`src/rtl/fetch_queue_unit.sv`:
```
// Instruction-fetch stage: PC generation, 1-cycle memory reads and a prefetch queue toward decode.
// Optional macro FETCH_BYPASS_EN presents a response arriving at an empty queue in the same cycle.
module fetch_queue_unit #(
    parameter int unsigned        ADDR_W   = 16,
    parameter int unsigned        INST_W   = 16,
    parameter int unsigned        DEPTH    = 4,
    parameter logic [ADDR_W-1:0]  RESET_PC = '0
) (
    input  logic              clk,
    input  logic              rst_n,
    output logic              to_mem_req,
    output logic [ADDR_W-1:0] to_mem_addr,
    input  logic [INST_W-1:0] from_mem_data,
    input  logic              target_en,
    input  logic [ADDR_W-1:0] target,
    output logic              inst_valid,
    input  logic              inst_ready,
    output logic [INST_W-1:0] inst,
    output logic [ADDR_W-1:0] inst_pc,
    output logic [ADDR_W-1:0] npc
);

    localparam int unsigned PTR_W = $clog2(DEPTH);
    localparam int unsigned CNT_W = PTR_W + 1;

    logic [ADDR_W-1:0] pc_q, pc_d;
    logic              inflight_q, inflight_d;
    logic [ADDR_W-1:0] tag_q, tag_d;
    logic [PTR_W-1:0]  rd_ptr_q, rd_ptr_d;
    logic [PTR_W-1:0]  wr_ptr_q, wr_ptr_d;
    logic [CNT_W-1:0]  count_q, count_d;
    logic [INST_W-1:0] mem_inst_q [DEPTH];
    logic [ADDR_W-1:0] mem_pc_q   [DEPTH];

    logic              resp_live;
    logic              q_empty;
    logic              byp;
    logic              fire;
    logic              pop;
    logic              push;
    logic [INST_W-1:0] head_inst;
    logic [ADDR_W-1:0] head_pc;

    // Memory-facing and decode-facing outputs follow the same-cycle redirect and issue rule,
    // so they are decoded from state and inputs rather than registered.
    always_comb begin
        pc_d        = pc_q;
        inflight_d  = 1'b0;
        tag_d       = tag_q;
        rd_ptr_d    = rd_ptr_q;
        wr_ptr_d    = wr_ptr_q;
        count_d     = count_q;
        to_mem_req  = 1'b0;
        to_mem_addr = '0;
        inst_valid  = 1'b0;
        inst        = '0;
        inst_pc     = '0;
        npc         = '0;

        resp_live = inflight_q && !target_en;
        q_empty   = (count_q == CNT_W'(0));
`ifdef FETCH_BYPASS_EN
        byp = q_empty && resp_live;
`else
        byp = 1'b0;
`endif
        head_inst = byp ? from_mem_data : mem_inst_q[rd_ptr_q];
        head_pc   = byp ? tag_q         : mem_pc_q[rd_ptr_q];

        inst_valid = !target_en && (!q_empty || byp);
        fire       = inst_valid && inst_ready;
        pop        = fire && !byp;
        push       = resp_live && !(fire && byp);

        if (inst_valid) begin
            inst    = head_inst;
            inst_pc = head_pc;
            npc     = head_pc + ADDR_W'(1);
        end

        // Slots are reserved at issue: queued entries plus the outstanding read never exceed DEPTH.
        to_mem_req = rst_n && (target_en ||
                     ((count_q + CNT_W'(inflight_q)) < CNT_W'(DEPTH)));
        if (to_mem_req) begin
            to_mem_addr = target_en ? target : pc_q;
            pc_d        = to_mem_addr + ADDR_W'(1);
            inflight_d  = 1'b1;
            tag_d       = to_mem_addr;
        end

        if (target_en) begin
            rd_ptr_d = '0;
            wr_ptr_d = '0;
            count_d  = '0;
        end else begin
            if (pop)  rd_ptr_d = rd_ptr_q + PTR_W'(1);
            if (push) wr_ptr_d = wr_ptr_q + PTR_W'(1);
            count_d = count_q + CNT_W'(push) - CNT_W'(pop);
        end
    end

    always_ff @(posedge clk or negedge rst_n) begin
        if (!rst_n) begin
            pc_q       <= RESET_PC;
            inflight_q <= 1'b0;
            tag_q      <= '0;
            rd_ptr_q   <= '0;
            wr_ptr_q   <= '0;
            count_q    <= '0;
        end else begin
            pc_q       <= pc_d;
            inflight_q <= inflight_d;
            tag_q      <= tag_d;
            rd_ptr_q   <= rd_ptr_d;
            wr_ptr_q   <= wr_ptr_d;
            count_q    <= count_d;
        end
    end

    // Queue storage; an entry is written at the tail together with the PC it was fetched from.
    always_ff @(posedge clk or negedge rst_n) begin
        if (!rst_n) begin
            for (int i = 0; i < DEPTH; i++) begin
                mem_inst_q[i] <= '0;
                mem_pc_q[i]   <= '0;
            end
        end else if (push) begin
            mem_inst_q[wr_ptr_q] <= from_mem_data;
            mem_pc_q[wr_ptr_q]   <= tag_q;
        end
    end

endmodule

```
`config.mk`:
```
export PLATFORM = sky130hd
export DESIGN_NAME = fetch_queue_unit
export DESIGN_NICKNAME = d
export VERILOG_FILES = /design/src/rtl/fetch_queue_unit.sv
export SDC_FILE = /design/constraint.sdc
export NUM_CORES = 1
export LEC_CHECK = 0
export CORE_ASPECT_RATIO = 1.5
export CORE_MARGIN = 3
export CORE_UTILIZATION = 45
export CTS_CLUSTER_SIZE = 28
export DETAILED_ROUTE_END_ITERATION = 8
export GPL_TIMING_DRIVEN = 0
export PLACE_DENSITY = 0.69
export SLEW_MARGIN = 20
export SYNTH_ARGS = -nofsm -noshare
export SYNTH_HDL_FRONTEND = slang
export SYNTH_SLANG_ARGS = --single-unit
```
`constraint.sdc`:
```
create_clock -name clk -period 3.2 [get_ports clk]
set_input_delay 0.48 -clock clk [delete_from_list [all_inputs] [get_ports clk]]
set_output_delay 0.48 -clock clk [all_outputs]
set_load 0.02 [all_outputs]
```
# Word-level counts from Yosys, hierarchy flattened

Cells that the tools add are included.

Register bits: 168
Input bits: 36
Output and inout bits: 66
Logic and storage cells: 59

Add/sub/neg operators: 7
$lt $le $gt $ge: 4
Mux-type cells: 21
Bitwise logic cells: 2
Reduce and logical (&&, ||, !) cells: 11

Operator list:

| operator                | number |
|---|---|
| $mux W16                | 10 |
| $bwmux W64              | 2 |
| $bmux W16 S2            | 2 |
| $add A16 B1 Y16 const B | 2 |
| $demux W16 S2           | 1 |
| $mux W2                 | 4 |
| $add A3 B1 Y3           | 2 |
| $ge A3 B3 Y1 const B    | 2 |
| $not A2 Y3              | 2 |
| $logic_and A1 B1 Y1     | 5 |
| $add A2 B1 Y2 const B   | 2 |
| $reduce_bool A2 Y1      | 2 |
| $logic_not A3 Y1        | 1 |
| $lt A3 B1 Y1 const B    | 1 |
| $lt A3 B3 Y1 const B    | 1 |
| $mux W3                 | 1 |
| $sub A3 B1 Y3           | 1 |
| $logic_not A1 Y1        | 2 |
| $logic_or A1 B1 Y1      | 1 |
| $mux W1                 | 1 |

# Depth between registers and ports, before layout

Depth in word-level cells: 6
Depth in mapped cells: 11
Gate-level depth less buffers: 9

# Least setup slack after synthesis

Ideal clock, no wire load.

Path kind: flip-flop to output port
From: register rd_ptr_q[0]
To: output npc[6]
Data arrival time: 2.085 ns
Data required time: 2.720 ns
Setup slack: 0.635 ns
Cell stages (with the launch flop): 8
Path through: dfrtp_1 > buf_6 > buf_12 > mux4_2 > ha_1 > nand3_2 > or3_1 > a21oi_1

Cells in the longest elaborated chain, start to end: 6

RTL lines:

| what                                        | line | RTL |
|---|---|---|
| start, declared                             | 29   | `logic [PTR_W-1:0] rd_ptr_q, rd_ptr_d;` |
| start signal, assigned                      | 114  | `rd_ptr_q <= rd_ptr_d;` |
| $not A2 Y3 (not written as such)            | 68   | `head_pc = byp ? tag_q : mem_pc_q[rd_ptr_q];` |
| $bmux W16 S2                                | 68   |  |
| $mux W16 (not written as such) (2 in a row) | 68   |  |
| $add A16 B1 Y16                             | 78   | `npc = head_pc + ADDR_W'(1);` |
| $mux W16                                    | 75   | `if (inst_valid) begin` |
| end, declared                               | 20   | `output logic [ADDR_W-1:0] npc` |

Every way passes these cells. The select of a mux whose other input is x is not followed.

# Final worst setup path

From: register rd_ptr_q[0]
To: output npc[11]

The elaborated chain is that of the path after synthesis.

==> run summary <==
Die Wd: 118 um
Pre-antenna DRT Iters: 4
synthesized instance count: 654
CTS Buffer Depth: 2
Seq cells post-synth: 168
async set-or-reset flop fraction in the synthesized netlist: 1.00
setup TNS: -0.123 ns
register-to-register setup slack: 0.69 ns
Max stage delay on crit path: 0.70 ns
PwrDens: 833 mW/mm^2
CP top delay family: buffers and inverters
initial antenna violation count: 0
Syn-to-layout area delta: 24.8%
status: finished, violations left
Final nets: 823
fill count: 1531
Vias/cell: 5.52
XOR/XNOR Fraction of Synth Area: 0.0280
most area-hungry cell type in the Yosys netlist: dfrtp_1
Multi-input gate area: 0.00401 mm^2
sequential cell area: 0.00420 mm^2
final worst-path cycle share: 1.04
pre-CTS WS: -0.136 ns
DIE AREA: 0.0205 mm^2
CP Cell Sequence: buf_8 -> mux4_1 -> nand4_4 -> nor3_2 -> xnor2_1 -> nor2_1 -> clkdlybuf4s50_1
number of remaining DRC errors: 0
largest net degree at the start of global routing: 97
hold_buf cts: 0
Post-Route Skew: 0.00809 ns
Antenna Diode Count: 0
post-DP HPWL: 15.1 mm
area share of the largest cell type after synthesis: 0.498
Slew Limit Fails: 0
IO Count: 102
Final WS setup: -0.123 ns
Critical Path Start Type: flip-flop
Fmax achieved: 0.301 GHz
clk root buf: clkbuf_16
GRT overflow: 0
FP Rows: 60
TritonCTS clock tree: yes
type of the worst setup path: flip-flop to output port
Sink Count: 168
WP data arrival: 2.84 ns
drt wl/cell: 19.9 um
syn avg cell area: 12.9 um^2
via count: 5738
CP endpoint kind: output port
initial drt markers: 393
worst path bufs/invs: 2
failing checks: negative hold slack, negative setup slack
RSZ-0062 raised after global routing: yes
vias in the first global route: 6305
H-tree depth: 4
P_leak: 0.00508 uW
Detail Route Antenna Nets: 0
Worst-path clk slew: 0.06 ns
Most used DFF post-synth: dfrtp_1
RD Place Congestion: 0.923
first-pass GRT wire length: 33.4 mm
hold slack: -0.0111 ns
initial core utilization: 0.464
Worst-Skew Late Latency: 0.43 ns
share of cells above drive strength 1: 0.297
largest family of logic cells by synthesized area: multiplexers
sequential-to-total area share from yosys stat: 0.498
Setup-failing EPs final: 1
Core ar.: 0.0182 mm^2
Num CTS Buffers: 17
port bufs: 100
Cell Area, Synth: 0.00843 mm^2
Post-Place Cells: 1003
Slew headroom: 0.506
total wire length: 20.7 mm
Max VDD drop: 0.398 mV
Simple-Gate Fraction of Synth Area: 0.101
adder-cell share of the synthesized area: 0.0142
dominant cells by area after synthesis: dfrtp_1 50%, mux2_2 17%, mux4_2 6.1%
Slew @ Worst Pin: 0.741 ns
Hold WC Path Type: primary input to asynchronous set/reset pin
Compound-Gate Fraction of Synth Area: 0.0473
number of flops mapped to enable cells by yosys: 0
warnings from Yosys: 0
post-synthesis mux area share: 0.281
gr usage total: 0.207
final instance count without filler cells: 1039
Die Ht: 174 um
worst-path fanout max: 9
final hold vios: 2
syn_nets: 699
Unique masters post-synth: 51
maxcap violations: 0
slowest CP cell: mux4_1
WP data required: 2.72 ns
Tmin final: 3.32 ns
==> metal layers <==
layer / global-route usage / vias to the layer above / wire length (um)
li1: - / 2638 / -
met1: 0.241 / 2924 / 8500
met2: 0.377 / 148 / 11100
met3: 0.0385 / 28 / 766
met4: 0.0743 / 0 / 364
met5: 0 / - / 0
==> layout make-up <==
cell class,count,area share
plain buffers,41,0.0225
clock buffers,23,0.0473
clock inverters,9,0.00868
inverters,14,0.00499
multi-input cells,431,0.381
flip-flops and latches,168,0.399
well taps,248,0.0295
repair buffers,105,0.107
==> cell usage after synthesis (2+ instances only) <==
| cell type | number |
|---|---|
| nand4_1 | 5 |
| nor3_1 | 4 |
| or3_1 | 4 |
| nand2_1 | 33 |
| a21o_1 | 16 |
| nand4b_1 | 4 |
| mux2i_1 | 15 |
| buf_1 | 14 |
| nand4_2 | 2 |
| a21oi_1 | 11 |
| buf_2 | 11 |
| ha_1 | 8 |
| nor4_2 | 3 |
| mux4_1 | 9 |
| o211ai_1 | 4 |
| mux2_2 | 130 |
| a221oi_1 | 2 |
| nand3b_1 | 5 |
| mux4_2 | 23 |
| nor2_1 | 42 |
| xnor2_1 | 19 |
| nor4_1 | 3 |
| buf_6 | 2 |
| o21ai_0 | 15 |
| xor2_1 | 8 |
| nand3_1 | 12 |
| nor2b_1 | 5 |
| and3_1 | 32 |
| inv_1 | 13 |
| dfrtp_1 | 168 |
| clkbuf_1 | 12 |
==> stage by stage <==
| step | instance area, um^2 | power (uW) | utilization |
|---|---|---|---|
| 6_report | 10500 | 8770 | 0.579 |
| 5_1_grt | 10500 | 9250 | 0.579 |
| 4_1_cts | 10400 | 8740 | 0.572 |
| 3_5_place_dp | 9780 | 6710 | 0.538 |
| 3_3_place_gp | 9750 | 6510 | 0.536 |
| 2_1_floorplan | 8430 | 5550 | - |
==> power by group <==
| part | internal [uW] | leakage, uW | switching [uW] |
|---|---|---|---|
| Clock | 1170 | 0.000266 | 836 |
| Combinational | 1740 | 0.00270 | 1580 |
| Sequential | 2950 | 0.00211 | 486 |
| Total | 5860 | 0.00508 | 2900 |
==> registers in the layout, summed over array words and instances (netlist names) <==
| register | cells |
|---|---|
| tag_q | 16 |
| mem_pc_q | 64 |
| rd_ptr_q | 2 |
| mem_inst_q | 64 |
| wr_ptr_q | 2 |
| pc_q | 16 |
| inflight_q | 1 |
| count_q | 3 |
==> path summary, 6_finish.rpt <==
path                             start     endpoint  depth (start not counted)
hold / removal                   rst_n      pc_q[1]                          1
hold reg to reg               pc_q[15]     pc_q[15]                          2
max in group asynchronous        rst_n  wr_ptr_q[0]                          2
min in group clk              pc_q[15]     pc_q[15]                          2
setup reg to reg            count_q[2]   count_q[2]                         10
setup / recovery           rd_ptr_q[0]      npc[11]                          7
==> layout by cell type, fill, tap and decap left out, types with 10 or more instances in the layout <==
master / count
nor2_1: 41
clkdlybuf4s50_1: 63
nand3_1: 12
buf_1: 13
mux2_2: 130
a21o_1: 16
inv_1: 13
nand2_1: 32
o21ai_0: 15
clkbuf_1: 10
mux4_2: 28
xnor2_1: 18
dlymetal6s2s_1: 25
clkbuf_16: 17
a21oi_1: 11
mux2i_1: 15
dfrtp_1: 168
and3_1: 32
==> kinds of logic after synthesis <==
kind of cell | after synthesis
AOI/OAI and AO/OA | 60
xor gates and xnor gates | 27
and+or+nand+nor | 158
adders and majority gates | 9
DFF | 168
muxes | 177
buffers and inverters | 55
==> what timing repair did <==
| action | in CTS | in global routing |
|---|---|---|
| resized for setup | 35 | 58 |
| endpoints found under the setup margin | 38 | 38 |
| buffers inserted | 0 | 4 |
| pin swaps | 0 | 2 |
No activity file was read; power rests on OpenSTA's default activity.
